==> src/rtl/crc32_stream_engine_pkg.sv <==
// Shared constants, FSM state encoding and the byte-serial reflected CRC-32 step
// used by the streaming CRC engine and its lane-fold datapath.
package crc32_stream_engine_pkg;

    localparam logic [31:0] CRC_POLY_REFL = 32'hEDB88320;
    localparam logic [31:0] CRC_INIT      = 32'hFFFFFFFF;
    localparam logic [31:0] CRC_RESIDUE   = 32'hDEBB20E3;

    typedef logic [0:0] fsm_state_t;
    localparam fsm_state_t ST_IDLE     = 1'b0;
    localparam fsm_state_t ST_IN_FRAME = 1'b1;

    // One wire byte, LSB first, through the reflected LFSR.
    function automatic logic [31:0] crc32_byte_update(input logic [31:0] crc,
                                                      input logic [7:0]  data);
        logic [31:0] c;
        c = crc ^ {24'd0, data};
        for (int i = 0; i < 8; i++) begin
            c = c[0] ? ((c >> 1) ^ CRC_POLY_REFL) : (c >> 1);
        end
        return c;
    endfunction

endpackage

==> src/rtl/crc32_stream_engine_if.sv <==
// Beat stream and result handshake of the CRC engine; master = datapath side, slave = engine.
interface crc32_stream_engine_if #(
    parameter int DATA_WIDTH = 32,
    parameter int LEN_WIDTH  = 16
);
    localparam int KEEP_WIDTH = DATA_WIDTH / 8;

    logic [DATA_WIDTH-1:0] i_data;
    logic [KEEP_WIDTH-1:0] i_keep;
    logic                  i_valid;
    logic                  i_last;
    logic                  o_ready;
    logic [31:0]           o_crc;
    logic                  o_crc_valid;
    logic                  i_crc_ready;
    logic                  o_fcs_ok;
    logic [LEN_WIDTH-1:0]  o_frame_len;

    modport master (
        output i_data, i_keep, i_valid, i_last, i_crc_ready,
        input  o_ready, o_crc, o_crc_valid, o_fcs_ok, o_frame_len
    );

    modport slave (
        input  i_data, i_keep, i_valid, i_last, i_crc_ready,
        output o_ready, o_crc, o_crc_valid, o_fcs_ok, o_frame_len
    );

endinterface

==> src/rtl/crc32_stream_engine_lane_fold.sv <==
// Combinational keep-masked CRC-32 update over LANES byte lanes (lane 0 first),
// also returning how many lanes were consumed.
module crc32_lane_fold
    import crc32_stream_engine_pkg::*;
#(
    parameter  int LANES = 4,
    localparam int CNT_W = $clog2(LANES + 1)
) (
    input  logic [31:0]        crc_i,
    input  logic [8*LANES-1:0] data_i,
    input  logic [LANES-1:0]   keep_i,
    output logic [31:0]        crc_o,
    output logic [CNT_W-1:0]   count_o
);

    logic [31:0]      crc_d;
    logic [CNT_W-1:0] cnt_d;

    // NOTE: blocking assignments chain lane after lane within one evaluation;
    // defaults first so every path assigns and no latch is inferred.
    always_comb begin
        crc_d = crc_i;
        cnt_d = '0;
        for (int l = 0; l < LANES; l++) begin
            if (keep_i[l]) begin
                crc_d = crc32_byte_update(crc_d, data_i[8*l +: 8]);
                cnt_d = cnt_d + CNT_W'(1);
            end
        end
    end

    assign crc_o   = crc_d;
    assign count_o = cnt_d;

endmodule

==> src/rtl/crc32_stream_engine.sv <==
// Streaming Ethernet CRC-32 engine: running state, frame length, FCS residue check, result handshake.
// Optional macro CRC32_STREAM_PIPE_EN registers the lower-half lane fold (latency 2, one bubble per frame).
module crc32_stream_engine
    import crc32_stream_engine_pkg::*;
#(
    parameter int DATA_WIDTH = 32,
    parameter int LEN_WIDTH  = 16
) (
    input logic                  clk,
    input logic                  i_reset_n,
    crc32_stream_engine_if.slave bus_io
);

    localparam int KEEP_WIDTH = DATA_WIDTH / 8;
    localparam int CNT_W      = $clog2(KEEP_WIDTH + 1);

    logic [31:0]           crc_q;
    fsm_state_t            state_q;
    logic [LEN_WIDTH-1:0]  len_q;
    logic                  res_valid_q;
    logic [31:0]           res_crc_q;
    logic                  res_fcs_ok_q;
    logic [LEN_WIDTH-1:0]  res_len_q;

    logic                  ready;
    logic                  accept;
    logic                  bubble;
    logic [KEEP_WIDTH-1:0] keep_eff;
    logic                  fold_en;
    logic                  fold_last;
    logic [31:0]           fold_crc;
    logic [CNT_W-1:0]      fold_cnt;
    logic [LEN_WIDTH:0]    len_sum;
    logic [LEN_WIDTH-1:0]  len_sat;

    assign accept   = bus_io.i_valid && ready;
    assign keep_eff = bus_io.i_last ? bus_io.i_keep : '1;

`ifdef CRC32_STREAM_PIPE_EN
    localparam int HALF_W = KEEP_WIDTH / 2;
    localparam int HCNT_W = $clog2(HALF_W + 1);

    logic [31:0]         lo_crc, hi_crc, lo_crc_q, state_in;
    logic [HCNT_W-1:0]   lo_cnt, hi_cnt, lo_cnt_q;
    logic [8*HALF_W-1:0] hi_data_q;
    logic [HALF_W-1:0]   hi_keep_q;
    logic                pipe_valid_q, pipe_last_q;

    // The lower half of a beat starts from the state the previous beat completes this cycle.
    assign state_in = (pipe_valid_q && !pipe_last_q) ? hi_crc : crc_q;

    crc32_lane_fold #(.LANES(HALF_W)) u_fold_lo (
        .crc_i   (state_in),
        .data_i  (bus_io.i_data[8*HALF_W-1:0]),
        .keep_i  (keep_eff[HALF_W-1:0]),
        .crc_o   (lo_crc),
        .count_o (lo_cnt)
    );

    crc32_lane_fold #(.LANES(HALF_W)) u_fold_hi (
        .crc_i   (lo_crc_q),
        .data_i  (hi_data_q),
        .keep_i  (hi_keep_q),
        .crc_o   (hi_crc),
        .count_o (hi_cnt)
    );

    always_ff @(posedge clk) begin
        if (!i_reset_n) begin
            pipe_valid_q <= 1'b0;
            pipe_last_q  <= 1'b0;
        end else begin
            pipe_valid_q <= accept;
            pipe_last_q  <= accept && bus_io.i_last;
        end
    end

    // NOTE: payload registers carry no reset; pipe_valid_q alone qualifies them.
    always_ff @(posedge clk) begin
        if (accept) begin
            lo_crc_q  <= lo_crc;
            lo_cnt_q  <= lo_cnt;
            hi_data_q <= bus_io.i_data[DATA_WIDTH-1:8*HALF_W];
            hi_keep_q <= keep_eff[KEEP_WIDTH-1:HALF_W];
        end
    end

    assign bubble    = pipe_last_q;
    assign fold_en   = pipe_valid_q;
    assign fold_last = pipe_last_q;
    assign fold_crc  = hi_crc;
    assign fold_cnt  = CNT_W'(lo_cnt_q) + CNT_W'(hi_cnt);
`else
    crc32_lane_fold #(.LANES(KEEP_WIDTH)) u_fold (
        .crc_i   (crc_q),
        .data_i  (bus_io.i_data),
        .keep_i  (keep_eff),
        .crc_o   (fold_crc),
        .count_o (fold_cnt)
    );

    assign bubble    = 1'b0;
    assign fold_en   = accept;
    assign fold_last = bus_io.i_last;
`endif

    assign len_sum = {1'b0, len_q} + (LEN_WIDTH + 1)'(fold_cnt);
    assign len_sat = len_sum[LEN_WIDTH] ? '1 : len_sum[LEN_WIDTH-1:0];
    assign ready   = !(res_valid_q && !bus_io.i_crc_ready) && !bubble;

    // NOTE: non-blocking assignments so every register samples pre-edge values.
    always_ff @(posedge clk) begin
        if (!i_reset_n) begin
            crc_q        <= CRC_INIT;
            state_q      <= ST_IDLE;
            len_q        <= '0;
            res_valid_q  <= 1'b0;
            res_crc_q    <= '0;
            res_fcs_ok_q <= 1'b0;
            res_len_q    <= '0;
        end else begin
            case (state_q)
                ST_IDLE: if (accept && !bus_io.i_last) state_q <= ST_IN_FRAME;
                default: if (accept && bus_io.i_last)  state_q <= ST_IDLE;
            endcase

            if (fold_en) begin
                crc_q <= fold_last ? CRC_INIT : fold_crc;
                len_q <= fold_last ? '0 : len_sat;
            end

            // A new result wins over consumption so back-to-back frames keep valid high.
            if (fold_en && fold_last) begin
                res_valid_q  <= 1'b1;
                res_crc_q    <= ~fold_crc;
                res_fcs_ok_q <= (fold_crc == CRC_RESIDUE);
                res_len_q    <= len_sat;
            end else if (bus_io.i_crc_ready) begin
                res_valid_q  <= 1'b0;
            end
        end
    end

    assign bus_io.o_ready     = ready;
    assign bus_io.o_crc       = res_crc_q;
    assign bus_io.o_crc_valid = res_valid_q;
    assign bus_io.o_fcs_ok    = res_fcs_ok_q;
    assign bus_io.o_frame_len = res_len_q;

endmodule

==> src/flat_wrapper.sv <==
// flat-port wrapper written by rule: the top's interface ports become plain ports
module crc32_stream_engine_flat import crc32_stream_engine_pkg::*;
#(
    parameter int DATA_WIDTH = 32,
    parameter int LEN_WIDTH  = 16
)
  (clk, i_reset_n, bus_io_i_data, bus_io_i_keep, bus_io_i_valid, bus_io_i_last, bus_io_i_crc_ready, bus_io_o_ready, bus_io_o_crc, bus_io_o_crc_valid, bus_io_o_fcs_ok, bus_io_o_frame_len);
  crc32_stream_engine_if #(.DATA_WIDTH(DATA_WIDTH), .LEN_WIDTH(LEN_WIDTH)) bus_io_i ();
  input logic clk;
  input logic i_reset_n;
  input wire logic [$bits(bus_io_i.i_data)-1:0] bus_io_i_data;
  input wire logic [$bits(bus_io_i.i_keep)-1:0] bus_io_i_keep;
  input wire logic [$bits(bus_io_i.i_valid)-1:0] bus_io_i_valid;
  input wire logic [$bits(bus_io_i.i_last)-1:0] bus_io_i_last;
  input wire logic [$bits(bus_io_i.i_crc_ready)-1:0] bus_io_i_crc_ready;
  output wire logic [$bits(bus_io_i.o_ready)-1:0] bus_io_o_ready;
  output wire logic [$bits(bus_io_i.o_crc)-1:0] bus_io_o_crc;
  output wire logic [$bits(bus_io_i.o_crc_valid)-1:0] bus_io_o_crc_valid;
  output wire logic [$bits(bus_io_i.o_fcs_ok)-1:0] bus_io_o_fcs_ok;
  output wire logic [$bits(bus_io_i.o_frame_len)-1:0] bus_io_o_frame_len;
  assign bus_io_i.i_data = bus_io_i_data;
  assign bus_io_i.i_keep = bus_io_i_keep;
  assign bus_io_i.i_valid = bus_io_i_valid;
  assign bus_io_i.i_last = bus_io_i_last;
  assign bus_io_i.i_crc_ready = bus_io_i_crc_ready;
  assign bus_io_o_ready = bus_io_i.o_ready;
  assign bus_io_o_crc = bus_io_i.o_crc;
  assign bus_io_o_crc_valid = bus_io_i.o_crc_valid;
  assign bus_io_o_fcs_ok = bus_io_i.o_fcs_ok;
  assign bus_io_o_frame_len = bus_io_i.o_frame_len;
  crc32_stream_engine #(.DATA_WIDTH(DATA_WIDTH), .LEN_WIDTH(LEN_WIDTH)) u_core (.clk(clk), .i_reset_n(i_reset_n), .bus_io(bus_io_i));
endmodule
==> config.mk <==
export PLATFORM = sky130hd
export DESIGN_NAME = crc32_stream_engine_flat
export DESIGN_NICKNAME = d
export VERILOG_FILES = /design/src/rtl/crc32_stream_engine_pkg.sv /design/src/rtl/crc32_stream_engine_if.sv /design/src/rtl/crc32_stream_engine_lane_fold.sv /design/src/rtl/crc32_stream_engine.sv /design/src/flat_wrapper.sv
export SDC_FILE = /design/constraint.sdc
export NUM_CORES = 1
export LEC_CHECK = 0
export CAP_MARGIN = 5
export CORE_MARGIN = 1.5
export CORE_UTILIZATION = 49
export CTS_BUF_LIST = sky130_fd_sc_hd__clkbuf_4 sky130_fd_sc_hd__clkbuf_8 sky130_fd_sc_hd__clkbuf_16
export CTS_CLUSTER_SIZE = 40
export DETAILED_ROUTE_END_ITERATION = 10
export PLACE_DENSITY = 0.7
export SETUP_SLACK_MARGIN = 0.2
export SLEW_MARGIN = 0
export SYNTH_ARGS = -nofsm -noshare
export SYNTH_HDL_FRONTEND = slang
export SYNTH_HIERARCHICAL = 1
export SYNTH_SLANG_ARGS = --single-unit
==> constraint.sdc <==
create_clock -name clk -period 13.85 [get_ports clk]
set_input_delay 2.0775 -clock clk [delete_from_list [all_inputs] [get_ports clk]]
set_output_delay 2.0775 -clock clk [all_outputs]
set_load 0.02 [all_outputs]
==> flow_summary_export.csv <==
group,metric,value,unit
routing,drtPass1Iterations,5,
setup_path,path_class,"in -> reg",
synth,synth-edff-count,0,
synth,synthTopCellsByArea,"dfxtp_1 21%, xnor2_1 15%, xor2_1 6.3%",
synth,synth_fp_nets,1111,
synth,async_reset_ff_share,0,%
finish,final_core_util,56.85,%
clock_network,cts_max_path_buffers,2,
routing,wirelength,26660,um
run_status,outcome,"completed",
timing,grt_setup_unrepaired,"false",
grt,overflow,0,
placement,io_buffers,91,
finish,layout-drive-gt1-share,8.259,%
routing,drt-initial-drc-count,727,
routing,drc_errors,0,
finish,stdcell_area,0.01060,mm^2
placement,dp_hpwl,20610,um
placement,place_area,0.01028,mm^2
synth,synth_top_cell_by_area,"dfxtp_1",
grt,antenna_found_initial,0,
grt,grt_pass1_vias,7284,
die,die-area,0.01983,mm^2
finish,regArea,0.001962,mm^2
finish,multi_input_area,0.007037,mm^2
routing,routed_via_density,5.745,
run,max_cap_violations,0,
synth,synth-seq-cells,98,
timing,worstMarginPinSlew,0.9864,ns
timing,drv_slew,0,
synth,syn_area,0.009305,mm^2
placement,gp_congestion,0.9475,
setup_path,crit_fanout,43,
die,die_y,140.8,um
clock_network,cts_tree,"built",
clock_network,numCtsBuffers,9,
clock_network,htree_levels,3,
routing,ant_nets,0,
clock_network,cts_resized,0,
timing,fin_hold_ws,0.4609,ns
timing,fin_crit,9.275,ns
die,io_pins,92,
timing,slew_headroom,34.24,%
clock_network,cts_root_buf,"clkbuf_16",
setup_path,required,14.14,ns
clock_network,clock-sinks,98,
routing,route.vias.total,7744,
clock_network,clk_pin_slew,0.07,ns
timing,setup_tns,0,ns
synth,yosys_warnings,6,
setup_path,reg2reg_depth,20,
finish,nets,1157,
die,dieWidth,140.8,um
routing,wire_per_inst,19.78,um
clock_network,post-cts-setup-buffer-count,0,
worst_hold_path,hold_class,"reg -> reg",
timing,finalSetupViolCount,0,
synth,synth_cells,1063,
die,core,0.01864,mm^2
timing,fin_skew,0.008613,ns
finish,diodes,0,
synth,seq_area_frac_synth,21.08,%
setup_path,critPathLaunchType,"input pin",
setup_path,arrival,9.56,ns
finish,fillCellCount,1715,
die,rows,50,
grt,grt_max_degree,94,
synth,synth_top_area_share,21.08,%
setup_path,critPathCaptureType,"register",
timing,hold_violations,0,
synth,avgSynthCellArea,8.754,um^2
synth,synthFlopType,"dfxtp_1",
clock_network,postCtsHoldBufs,0,
finish,synthToLayoutAreaGrowth,13.90,%
timing,fmax,0.1078,GHz
die,initial_core_util,49.91,%
grt,grt_use_total,27.28,%
worst_hold_path,hold_depth,2,
clock_network,insertion_delay,0.35,ns
grt,grt_pass1_wl,41700,um
synth,synth_cell_types,72,
timing,period_share,66.97,%
[final cells by class]
type | count | share of cell area, %
clock buffer | 9 | 2.125
timing repair buffer | 99 | 9.161
sequential | 98 | 18.51
clock inverter | 7 | 0.9090
tap | 234 | 2.762
inverter | 4 | 0.1417
multi-input combinational | 897 | 66.39
[synth_stat cells, drive strengths merged (3+ instances only)]
cell type    n
a211oi      38
a21o         4
a21oi       61
a311oi       6
a41oi        4
and3         3
buf         17
clkbuf      47
dfxtp       98
ha           6
inv          3
mux2         7
mux2i       58
nand2       64
nand2b      12
nand3       19
nand4       10
nor2       132
nor2b        3
nor3        50
nor3b        5
nor4         5
o2111ai      4
o21a         5
o21ai       87
xnor2      178
xnor3       26
xor2        71
xor3        13
[cells in the final DEF (no fill, tap or decap), types with 4 or more instances in the layout]
cell and instances:
o21ai_0 82, xor2_1 67, nand2b_2 4, dfxtp_1 98, clkdlybuf4s50_1 91, mux2i_4 4
a21o_1 4, nor2_1 131, xor3_1 13, xnor2_2 15, mux2i_1 51, mux2_2 7
ha_1 6, clkbuf_16 9, nor3_1 48, nand2b_1 8, o21a_1 4, nor4_1 5
nand2_1 63, nand3_1 19, nand4_1 8, a311oi_1 5, a41oi_1 4, a211oi_1 37
nor3b_1 4, xnor2_4 7, a21oi_1 59, o21ai_1 4, xnor3_1 26, xnor2_1 156
buf_4 8
[registers in the layout, indices dropped and copies added (netlist names)]
register,cells
u_core/bus_io.o_crc,32
u_core/crc_q,32
u_core/bus_io.o_frame_len,16
u_core/len_q,16
u_core/bus_io.o_crc_valid,1
u_core/bus_io.o_fcs_ok,1
[worst paths after layout]
check / from / endpoint / slack, ns
worst max-delay path: bus_io_i_last / u_core/bus_io.o_fcs_ok$_SDFFE_PN0P_ / 4.57
worst min-delay path: u_core/bus_io.o_frame_len[12]$_SDFFE_PN0P_ / u_core/bus_io.o_frame_len[12]$_SDFFE_PN0P_ / 0.46
worst max register to register: u_core/crc_q[0]$_SDFFE_PN1P_ / u_core/bus_io.o_fcs_ok$_SDFFE_PN0P_ / 7.05
worst min register to register: u_core/bus_io.o_frame_len[12]$_SDFFE_PN0P_ / u_core/bus_io.o_frame_len[12]$_SDFFE_PN0P_ / 0.46
[layer usage]
layer	routed length [um]	GRT usage (%)
met1	11770	38.30
met2	12260	43.63
met3	1926	4.008
met4	703	7.895
met5	0	0
[per-stage QoR]
stage,worst slack [ns],instances
finish,4.575,1348
CTS,4.667,1348
floorplan,6.131,1063
detailed placement,4.326,1332
global placement,4.292,1332
global route,4.117,1348
[cell families (layout without fill, tap and decap cells)]
| family | Yosys count | count (layout) | share of synthesized area [%] |
|---|---|---|---|
| multiplexers | 65 | 65 | 7.745 |
| XOR/XNOR | 288 | 288 | 36.24 |
| adder cells (fa/ha/maj) | 7 | 7 | 1.022 |
| buffers and inverters | 68 | 119 | 3.415 |
| AND/OR/NAND/NOR | 314 | 314 | 15.79 |
| flip-flops | 98 | 98 | 21.08 |
| AO/OA/AOI/OAI | 223 | 223 | 14.71 |
[worst max-delay path, stage by stage]
cell and delay [ns]:
clkdlybuf4s50_1 0.39, buf_4 0.27, nand2b_2 0.76, inv_1 0.59, nand2_1 0.23, a21boi_0 0.52
xnor2_1 0.21, xnor2_2 0.31, o21bai_1 0.18, o2111ai_2 0.35, xor2_1 0.53, xor3_1 0.42
mux2i_2 0.36, xnor2_2 0.28, xor2_1 0.30, xor2_1 0.20, xnor2_1 0.08, a21oi_1 0.48
nand4_1 0.14, or4_1 0.50, nor4_1 0.18, a21oi_1 0.07, nor2_1 0.10
Power is left out: the tool's default activity adds up to more than one toggle a clock period on the data nets, which glitch-free logic cannot reach.
